$ cat src/rtl/fft_frame_sequencer.sv
// fft_frame_sequencer
//   Run controller between the multichannel sample source and the FFT input
//   (via the sample interleaver). A start pulse arms a run: one FFT config
//   word is issued, then frame_count frames of 2**FRAME_LEN_LOG2 beats are
//   passed from source to sink with tlast on every frame boundary. A frame
//   the source ends early (source tlast) is completed with zero beats.
//   Outside an armed run the datapath is closed.
//
// Optional feature macro: FFT_SEQ_ABORT_EN
//   When defined, an 'abort' input is added. Abort in CONFIG drops the run.
//   Abort in STREAM finishes the current frame with zero padding, unless no
//   beat of the frame has moved yet, in which case the run ends at once.
//
// Ports
//   aclk, areset            clock, asynchronous active-high reset
//   start, frame_count      run arm pulse and frames per run (0 = until tlast)
//   abort                   (FFT_SEQ_ABORT_EN only) stop current run
//   s_axis_simple_*         source sample stream (tdata/tvalid/tready/tlast)
//   m_axis_simple_*         sink sample stream (tdata/tvalid/tready/tlast)
//   m_axis_config_*         FFT configuration word channel
//   busy                    run in progress
//   frames_done             frames completed in the current/last run
//   short_frame             sticky: a frame of this run was zero-padded

module fft_frame_sequencer #(
  parameter int                      CHANNEL_WIDTH  = 16,
  parameter int                      CHANNELS       = 8,
  parameter int                      DATA_WIDTH     = CHANNEL_WIDTH * CHANNELS,
  parameter int                      FRAME_LEN_LOG2 = 10,
  parameter int                      CONFIG_WIDTH   = 16,
  parameter logic [CONFIG_WIDTH-1:0] CONFIG_WORD    = 16'h0001
) (
  input  logic                    aclk,
  input  logic                    areset,
  input  logic                    start,
  input  logic [15:0]             frame_count,
`ifdef FFT_SEQ_ABORT_EN
  input  logic                    abort,
`endif
  input  logic [DATA_WIDTH-1:0]   s_axis_simple_tdata,
  input  logic                    s_axis_simple_tvalid,
  output logic                    s_axis_simple_tready,
  input  logic                    s_axis_simple_tlast,
  output logic [DATA_WIDTH-1:0]   m_axis_simple_tdata,
  output logic                    m_axis_simple_tvalid,
  input  logic                    m_axis_simple_tready,
  output logic                    m_axis_simple_tlast,
  output logic [CONFIG_WIDTH-1:0] m_axis_config_tdata,
  output logic                    m_axis_config_tvalid,
  input  logic                    m_axis_config_tready,
  output logic                    busy,
  output logic [15:0]             frames_done,
  output logic                    short_frame
);

  typedef enum logic [1:0] {
    ST_IDLE   = 2'd0,
    ST_CONFIG = 2'd1,
    ST_STREAM = 2'd2,
    ST_PAD    = 2'd3
  } state_t;

  localparam logic [FRAME_LEN_LOG2-1:0] LAST_BEAT = {FRAME_LEN_LOG2{1'b1}};
  localparam logic [FRAME_LEN_LOG2-1:0] BEAT_ZERO = {FRAME_LEN_LOG2{1'b0}};
  localparam logic [FRAME_LEN_LOG2-1:0] BEAT_ONE  = {{(FRAME_LEN_LOG2-1){1'b0}}, 1'b1};

  state_t                    state_r, state_nxt_s;
  logic [FRAME_LEN_LOG2-1:0] beat_r, beat_nxt_s;
  logic [15:0]               frames_done_r, frames_nxt_s;
  logic [15:0]               count_r, count_nxt_s;
  logic                      short_r, short_nxt_s;
  logic                      abort_s;
  logic                      at_last_s;
  logic                      s_hs_s;
  logic                      count_done_s;
  logic [15:0]               frames_inc_s;

`ifdef FFT_SEQ_ABORT_EN
  assign abort_s = abort;
`else
  assign abort_s = 1'b0;
`endif

  assign at_last_s    = (beat_r == LAST_BEAT);
  assign s_hs_s       = s_axis_simple_tvalid && m_axis_simple_tready;
  // Saturating frame counter increment.
  assign frames_inc_s = (frames_done_r == 16'hFFFF) ? frames_done_r : frames_done_r + 16'd1;
  // Compared one bit wider so a saturated counter cannot alias a count of 0.
  assign count_done_s = (count_r != 16'd0) &&
                        (({1'b0, frames_done_r} + 17'd1) == {1'b0, count_r});

  assign frames_done  = frames_done_r;
  assign short_frame  = short_r;

  // Next-state, counter updates and all stream/config outputs.
  always_comb begin
    state_nxt_s          = state_r;
    beat_nxt_s           = beat_r;
    frames_nxt_s         = frames_done_r;
    count_nxt_s          = count_r;
    short_nxt_s          = short_r;
    s_axis_simple_tready = 1'b0;
    m_axis_simple_tdata  = {DATA_WIDTH{1'b0}};
    m_axis_simple_tvalid = 1'b0;
    m_axis_simple_tlast  = 1'b0;
    m_axis_config_tdata  = {CONFIG_WIDTH{1'b0}};
    m_axis_config_tvalid = 1'b0;
    busy                 = 1'b0;

    case (state_r)
      ST_IDLE: begin
        if (start) begin
          count_nxt_s  = frame_count;
          frames_nxt_s = 16'd0;
          short_nxt_s  = 1'b0;
          beat_nxt_s   = BEAT_ZERO;
          state_nxt_s  = ST_CONFIG;
        end else begin
          state_nxt_s = ST_IDLE;
        end
      end

      ST_CONFIG: begin
        busy = 1'b1;
        if (abort_s) begin
          // Config offer is withdrawn in the abort cycle itself.
          state_nxt_s = ST_IDLE;
        end else begin
          m_axis_config_tvalid = 1'b1;
          m_axis_config_tdata  = CONFIG_WORD;
          if (m_axis_config_tready) begin
            beat_nxt_s  = BEAT_ZERO;
            state_nxt_s = ST_STREAM;
          end else begin
            state_nxt_s = ST_CONFIG;
          end
        end
      end

      ST_STREAM: begin
        busy                 = 1'b1;
        m_axis_simple_tdata  = s_axis_simple_tdata;
        m_axis_simple_tvalid = s_axis_simple_tvalid;
        s_axis_simple_tready = m_axis_simple_tready;
        m_axis_simple_tlast  = at_last_s;
        if (s_hs_s) begin
          if (at_last_s) begin
            // Frame complete: an abort here has nothing left to pad.
            beat_nxt_s   = BEAT_ZERO;
            frames_nxt_s = frames_inc_s;
            if (count_done_s || s_axis_simple_tlast || abort_s) begin
              state_nxt_s = ST_IDLE;
            end else begin
              state_nxt_s = ST_STREAM;
            end
          end else begin
            beat_nxt_s = beat_r + BEAT_ONE;
            if (s_axis_simple_tlast || abort_s) begin
              short_nxt_s = 1'b1;
              state_nxt_s = ST_PAD;
            end else begin
              state_nxt_s = ST_STREAM;
            end
          end
        end else if (abort_s) begin
          // Abort before the first beat of a frame leaves nothing to finish.
          if (beat_r == BEAT_ZERO) begin
            state_nxt_s = ST_IDLE;
          end else begin
            short_nxt_s = 1'b1;
            state_nxt_s = ST_PAD;
          end
        end else begin
          state_nxt_s = ST_STREAM;
        end
      end

      ST_PAD: begin
        busy                 = 1'b1;
        m_axis_simple_tvalid = 1'b1;
        m_axis_simple_tlast  = at_last_s;
        if (m_axis_simple_tready) begin
          if (at_last_s) begin
            beat_nxt_s   = BEAT_ZERO;
            frames_nxt_s = frames_inc_s;
            state_nxt_s  = ST_IDLE;
          end else begin
            beat_nxt_s  = beat_r + BEAT_ONE;
            state_nxt_s = ST_PAD;
          end
        end else begin
          state_nxt_s = ST_PAD;
        end
      end

      default: begin
        state_nxt_s = ST_IDLE;
      end
    endcase
  end

  // State, beat counter, run count latch and status registers.
  always_ff @(posedge aclk or posedge areset) begin
    if (areset) begin
      state_r       <= ST_IDLE;
      beat_r        <= BEAT_ZERO;
      frames_done_r <= 16'd0;
      count_r       <= 16'd0;
      short_r       <= 1'b0;
    end else begin
      state_r       <= state_nxt_s;
      beat_r        <= beat_nxt_s;
      frames_done_r <= frames_nxt_s;
      count_r       <= count_nxt_s;
      short_r       <= short_nxt_s;
    end
  end

endmodule
$ cat config.mk
export PLATFORM = sky130hd
export DESIGN_NAME = fft_frame_sequencer
export DESIGN_NICKNAME = d
export VERILOG_FILES = /design/src/rtl/fft_frame_sequencer.sv
export SDC_FILE = /design/constraint.sdc
export NUM_CORES = 1
export LEC_CHECK = 0
export CAP_MARGIN = 10
export CORE_AREA = 5 5 119 121
export CTS_BUF_LIST = sky130_fd_sc_hd__clkbuf_4
export CTS_CLUSTER_SIZE = 28
export DETAILED_ROUTE_END_ITERATION = 8
export DIE_AREA = 0 0 124 126
export GPL_ROUTABILITY_DRIVEN = 0
export PLACE_DENSITY_LB_ADDON = 0.08
export SYNTH_ARGS = -nofsm -noshare
export SYNTH_HDL_FRONTEND = slang
export SYNTH_SLANG_ARGS = --single-unit
$ cat constraint.sdc
create_clock -name aclk -period 2.55 [get_ports aclk]
set_input_delay 0.51 -clock aclk [delete_from_list [all_inputs] [get_ports aclk]]
set_output_delay 0.51 -clock aclk [all_outputs]
set_load 0.1 [all_outputs]
==> summary.txt, run 1 <==
Worst hold path
  • HP Start: short_frame
  • Hold Path Class: flop to flop
  • Worst Hold End: short_frame
  • Hold Crit Depth: 2

Power and ir drop
  • P_sw: 0.6260 mW
  • Register share of total power: between 40% and 50%
  • PnR Total Power: ~1.9 mW
  • Net Sw Frac: approximately a third
  • PwrDens: around 230 nW/um^2
  • Max IR drop VDD: 0.1714 mV
  • Cell Int Power: about 1.3 mW
  • Combinational share of power: about 33%
  • Clock power share: a little under a quarter
  • Lkg Pwr: ~3.4 nW

Global route
  • Largest net degree at the start of global routing: 62
  • First-pass GRT wire length: between 30 and 40 mm
  • Overflow left after global routing: 0
  • Initial antenna violation count: 12
  • Vias in the first global route: ~4600
  • GRT Total Usage: between 20 and 30%

Routing
  • Number of routed nets with antenna violations: 0
  • DR iter-0 viols: approximately 560
  • Routed vias: about 4700
  • Average wire per standard cell: between 20 and 30 microns
  • First drt pass iteration count: 5
  • Remaining DRCs: 0
  • Final wirelength: ~24 mm
  • Vias per cell: roughly 5.1

Synthesis
  • Count of flip-flops with a built-in enable after synthesis: 0
  • Main flop type after synthesis: dfrtp_1
  • Sequential-to-total area share from yosys stat: between 30 and 40%
  • Post-Syn Instances: approximately 470
  • Post-synth cell types: 53
  • Ys async rst share: 100.0%
  • Synth Register Bits: between 40 and 50
  • Dominant cells by area after synthesis: dfrtp_1, and2_1, mux2_2
  • Synthesized area per cell: approximately 8.0 sq um
  • Leading area contributor after synthesis: dfrtp_1
  • Yosys top cell area share: about 30%
  • Commonest cells post-synth: and2_1, dfrtp_1, o21ai_0
  • Total number of yosys warnings: 0
  • Most numerous cell in the Yosys netlist: and2_1
  • Synth Cell Area: around 3700 sq um

STA
  • Max-slew headroom: 60.70%
  • Min cycle time layout: approximately 2.4 ns
  • Finish-stage setup viols: 0
  • Setup Skew: 0.01690 ns
  • Hold WS: 0.5300 ns
  • Fin crit share: a little over nine tenths
  • Slew @ Worst Pin: 0.5895 ns
  • RSZ-0062 raised after global routing: no
  • Max Freq: just over 0.4 GHz
  • Endpoints failing hold: 0
  • Final worst-path setup slack: around 0.11 ns
  • Max-slew violations: 0

Place
  • Port Buffers: ~300
  • Placed cell count: 920
  • Setup Slack @ Placement: 0.2078 ns
  • DP HPWL: around 20 mm

Final layout
  • Multi-input gate area: approximately 2400 sq um
  • FF/Latch Area: 1136 sq um
  • Post-route insts no fill: slightly above 900
  • Area Overhead vs Synth: 121.2%
  • FILL cells: 1087
  • Fin nets: around 900
  • Share of layout cells above drive strength 1: ~28%

Setup path
  • CP startpoint kind: flop
  • WP data required: between 2 and 2.5 ns
  • Reg2reg setup slack: 0.27 ns
  • R2r startpoint: frames_done[0]
  • CP max stage delay: 0.50 ns
  • Reg2reg end: state_r[1]
  • CP Launch Point: state_r[0]
  • R2R depth: 7
  • Crit-path max FO: 60
  • CP cell instances: nor2_4 > buf_12 > and2_1 > buf_12
  • CP max stage cell: dfrtp_1
  • Class of the most critical setup path: flop to output port
  • CP Capture Type: output port
  • Most used cell, CP: buf_12
  • CP arrival: about 1.9 ns

Clocking
  • CTS sink cnt: 45
  • Total CTS buffers: 5
  • Worst skew pair latency: approximately 0.37 ns
  • Clock transition at path regs: 0.14 ns
  • Root buf cell: clkbuf_4
  • CTS H-tree depth: 2
  • CTS tree: done
  • # hold bufs at CTS: 0
  • CTS Buffer Depth: 2

Floorplanning
  • Initial Utilization: a little under 30%
  • # IOs: around 320
  • Die Height: 126 microns
  • Die X: 124 microns
  • Core area: between 10000 and 15000 sq um
  • Row cnt: between 40 and 50
  • Die area: approximately 16000 sq um

Status
  • Status: complete, no violations

Job
  • Max_cap viols: 0
[worst max-delay path by stage]
stage,endpoint,slack [ns],cells after the start
finish,m_axis_simple_tdata[96],0.11,4
global route,m_axis_simple_tdata[96],0.006,5
CTS,m_axis_simple_tlast,0.04,5
detailed placement,beat_r[7],0.21,7
global placement,beat_r[7],0.26,7
floorplan,m_axis_simple_tlast,-0.26,5
[power groups by stage]
stage / logic, mW / clock network [mW] / registers, mW
after floorplan: 0.284 / 0 / 0.862
after global placement: 0.610 / 0 / 0.841
after detailed placement: 0.614 / 0 / 0.844
after CTS: 0.620 / 0.460 / 0.830
after global routing: 0.661 / 0.493 / 0.844
final: 0.622 / 0.455 / 0.834
[logic make-up (layout without fill, tap and decap cells)]
group                    count (synthesis)  in the layout  share of synthesized area (%)
multiplexers                            16             16                          4.819
adder cells (fa/ha/maj)                  2              2                         0.6692
flip-flops                              45             45                          30.12
buffers and inverters                   57            330                          7.764
other                                    1             16                         0.1003
AND/OR/NAND/NOR                        247            247                          38.79
XOR/XNOR                                20             20                          4.685
AO/OA/AOI/OAI                           77             77                          13.05
[worst max-delay path, delay by kind of cell, from the launching register on]
| kind | cells | cell delay [ns] |
|---|---|---|
| AND/OR/NAND/NOR | 2 | 0.60 |
| flip-flops | 1 | 0.50 |
| buffers and inverters | 2 | 0.45 |
[sequential cells by signal, summed over array words and instances, names as in the netlist]
register,count
frames_done,16
short_frame,1
count_r,16
state_r,2
beat_r,10
[per-stage QoR]
| step | TNS [ns] | cell area [sq um] | utilization (%) |
|---|---|---|---|
| after floorplan | -0.2552 | 3807 | - |
| after global placement | 0 | 8177 | 62.99 |
| after detailed placement | 0 | 8177 | 62.99 |
| after CTS | 0 | 8257 | 63.61 |
| after global routing | 0 | 8270 | 63.72 |
| final | 0 | 8270 | 63.72 |
[layer usage]
layer	up-vias	GRT usage, %	part of all wire (%)
met5	-	0	0.40
met4	18	1.997	0.48
met3	35	20.54	19
met2	368	40.63	41
met1	2189	40.37	39
li1	2121	-	-
[what timing repair did]
item	in CTS	in global routing
buffers inserted	0	0
setup endpoints to repair	0	9
gates resized for setup	0	5
hold endpoints to repair	0	0
[cells in the final DEF, fill, tap and decap left out, types with 2 or more instances in the layout]
| cell | instances |
|---|---|
| a211oi_1 | 2 |
| a21o_1 | 2 |
| a21oi_1 | 10 |
| a31oi_1 | 6 |
| and2_1 | 129 |
| and2_2 | 3 |
| and3_1 | 4 |
| and4_1 | 4 |
| buf_12 | 134 |
| buf_4 | 28 |
| clkbuf_4 | 6 |
| clkdlybuf4s50_1 | 150 |
| clkinv_1 | 2 |
| conb_1 | 15 |
| dfrtp_1 | 37 |
| dfrtp_2 | 8 |
| ha_1 | 2 |
| inv_1 | 8 |
| mux2_2 | 16 |
| nand2_1 | 24 |
| nand2b_1 | 4 |
| nand3_1 | 15 |
| nand3b_1 | 2 |
| nand4_1 | 8 |
| nor2_1 | 23 |
| nor2b_1 | 5 |
| nor3_1 | 5 |
| nor4_1 | 6 |
| o21ai_0 | 29 |
| o21ai_1 | 2 |
| o31ai_1 | 11 |
| o41ai_1 | 2 |
| or2_2 | 3 |
| or3_1 | 2 |
| xnor2_1 | 13 |
| xor2_1 | 7 |
[cell type report]
type                       instances  share of cell area (%)
antenna                            1                 0.03026
clock buffer                       6                  0.5446
clock inverter                     2                  0.4236
inverter                          10                  0.4539
multi-input combinational        377                   29.02
sequential                        45                   13.74
tap                              176                   2.663
timing repair buffer             312                   53.13
(Power assumes the default switching activity.)
==> inputs of run 2 (changes only) <==
==> constraint.sdc (replaced) <==
create_clock -name aclk -period 2.55 [get_ports aclk]
set_input_delay 0.3825 -clock aclk [delete_from_list [all_inputs] [get_ports aclk]]
set_output_delay 0.3825 -clock aclk [all_outputs]
set_load 0.1 [all_outputs]
==> summary.txt, run 2 (synthesis gave the netlist of run 1 again) <==
STA
  • Slew @ Worst Pin: 0.5763 ns
  • Max Freq: roughly 0.42 GHz
  • Setup Skew: 0.01918 ns
  • Finish-stage setup viols: 0
  • Endpoints failing hold: 0
  • Max-slew headroom: about 62%
  • Max-slew violations: 0
  • Fin crit share: roughly 93%
  • RSZ-0062 raised after global routing: no
  • Hold WS: 0.4422 ns
  • Min cycle time layout: approximately 2.4 ns

Final layout
  • Fin nets: 903
  • Commonest non-fill, non-tap cell in the layout: clkdlybuf4s50_1
  • Post-Route Utilization: roughly 64%
  • Share of layout cells above drive strength 1: a little over a quarter
  • Post-route insts no fill: 930
  • Area Overhead vs Synth: 120.8%
  • Highest-count cells in the layout ignoring fill and taps: clkdlybuf4s50_1, buf_12, and2_1, dfrtp_1, o21ai_0
  • Design area: 8255 sq um

Setup path
  • CP arrival: between 1.5 and 2 ns
  • WP data required: roughly 2.2 ns
  • Crit-path max FO: 60
  • CP startpoint kind: flop
  • Class of the most critical setup path: flop to output port
  • CP Capture Type: output port
  • Reg2reg setup slack: around 0.23 ns

Place
  • DP HPWL: just over 20 mm
  • Placed cell area: roughly 8200 sq um
  • Port Buffers: about 300
  • Placed cell count: between 900 and 1000

Clocking
  • CTS tree: done
  • Total CTS buffers: 5
  • Root buf cell: clkbuf_4
  • Worst skew pair latency: about 0.37 ns
  • CTS sink cnt: 45
  • Postcts setup bufs: 0
  • Post-cts repair resize count: 0
  • Clock transition at path regs: ~0.15 ns
  • CTS Buffer Depth: 2
  • # hold bufs at CTS: 0
  • CTS H-tree depth: 2

Global route
  • Met1 Use GR: approximately two fifths
  • GRT Total Usage: around 30%
  • Initial antenna violation count: 9
  • Met3 Use GR: 20.09%
  • Overflow left after global routing: 0
  • Most used routing layer: met2
  • Vias in the first global route: 4683
  • First-pass GRT wire length: 33.42 mm
  • Largest net degree at the start of global routing: 62
  • Grt met2 use: just over 40%

Power and ir drop
  • Cell Int Power: ~1.3 mW
  • Lkg Pwr: roughly 3.4 nW
  • Register share of total power: 44.0%
  • PwrDens: ~230 nW/um^2
  • Max IR drop VDD: between 0.2 and 0.25 mV
  • P_sw: between 0.6 and 0.7 mW
  • Combinational share of power: between 30 and 40%
  • Net Sw Frac: 33.26%
  • Clock power share: between 20% and 30%

Job
  • Max_cap viols: 0

Floorplanning
  • # IOs: 317
  • Die X: between 100 and 150 microns
  • Die Height: around 130 microns
  • Core area: around 13000 sq um
  • Die area: 15620 sq um
  • Initial Utilization: 28.80%
  • Row cnt: 42

Routing
  • Remaining DRCs: 0
  • Number of routed nets with antenna violations: 0
  • Average wire per standard cell: approximately 26 microns
  • Vias per cell: about 5
  • Final wirelength: approximately 24 mm
  • First drt pass iteration count: 7
  • DR iter-0 viols: between 500 and 600
  • Routed vias: approximately 4800

Status
  • Status: complete, no violations

Worst hold path
  • Hold Path Class: input port to asynchronous set/reset pin
[run 2: final timing paths]
kind	startpoint	end	cells after the start
setup / recovery	state_r[1]	m_axis_simple_tdata[77]	5
hold / removal	areset	count_r[15]	3
setup reg to reg	frames_done[0]	state_r[1]	7
hold reg to reg	short_frame	short_frame	2
max in group asynchronous	areset	frames_done[13]	3
min in group aclk	short_frame	short_frame	2
[run 2: power by group through the flow]
stage | Combinational [mW] | Sequential (mW) | Clock, mW
6_report | 0.624 | 0.839 | 0.444
5_1_grt | 0.656 | 0.844 | 0.480
4_1_cts | 0.621 | 0.832 | 0.450
3_5_place_dp | 0.615 | 0.847 | 0
3_3_place_gp | 0.608 | 0.842 | 0
2_1_floorplan | 0.284 | 0.862 | 0
[run 2: stage by stage]
stage	total power, mW	setup slack [ns]	TNS (ns)
floorplan	1.146	-0.1277	-0.1277
global placement	1.450	0.3912	0
detailed placement	1.462	0.2888	0
CTS	1.903	0.1519	0
global route	1.980	0.05614	0
finish	1.906	0.1756	0
[run 2: routing by layer]
| layer | vias up | wire [microns] |
|---|---|---|
| li1 | 2121 | - |
| met1 | 2217 | 9535 |
| met2 | 370 | 9716 |
| met3 | 37 | 4571 |
| met4 | 12 | 230 |
| met5 | - | 58 |
[run 2: layout make-up]
| class | count | area [sq um] |
|---|---|---|
| Fill cell | 1055 | 4725 |
| Timing Repair Buffer | 311 | 4387 |
| Multi-Input combinational cell | 377 | 2390 |
| Sequential cell | 45 | 1135 |
| Tap cell | 176 | 220.2 |
| Clock inverter | 3 | 41.29 |
| Clock buffer | 5 | 37.54 |
| Inverter | 10 | 37.54 |
| Antenna cell | 3 | 7.507 |
[run 2: critical path, cell delays in order, from the launching register on]
cell and delay [ns]:
dfrtp_1 0.39, clkinv_1 0.12, nor2_4 0.31, buf_12 0.25, and2_1 0.33, buf_12 0.22
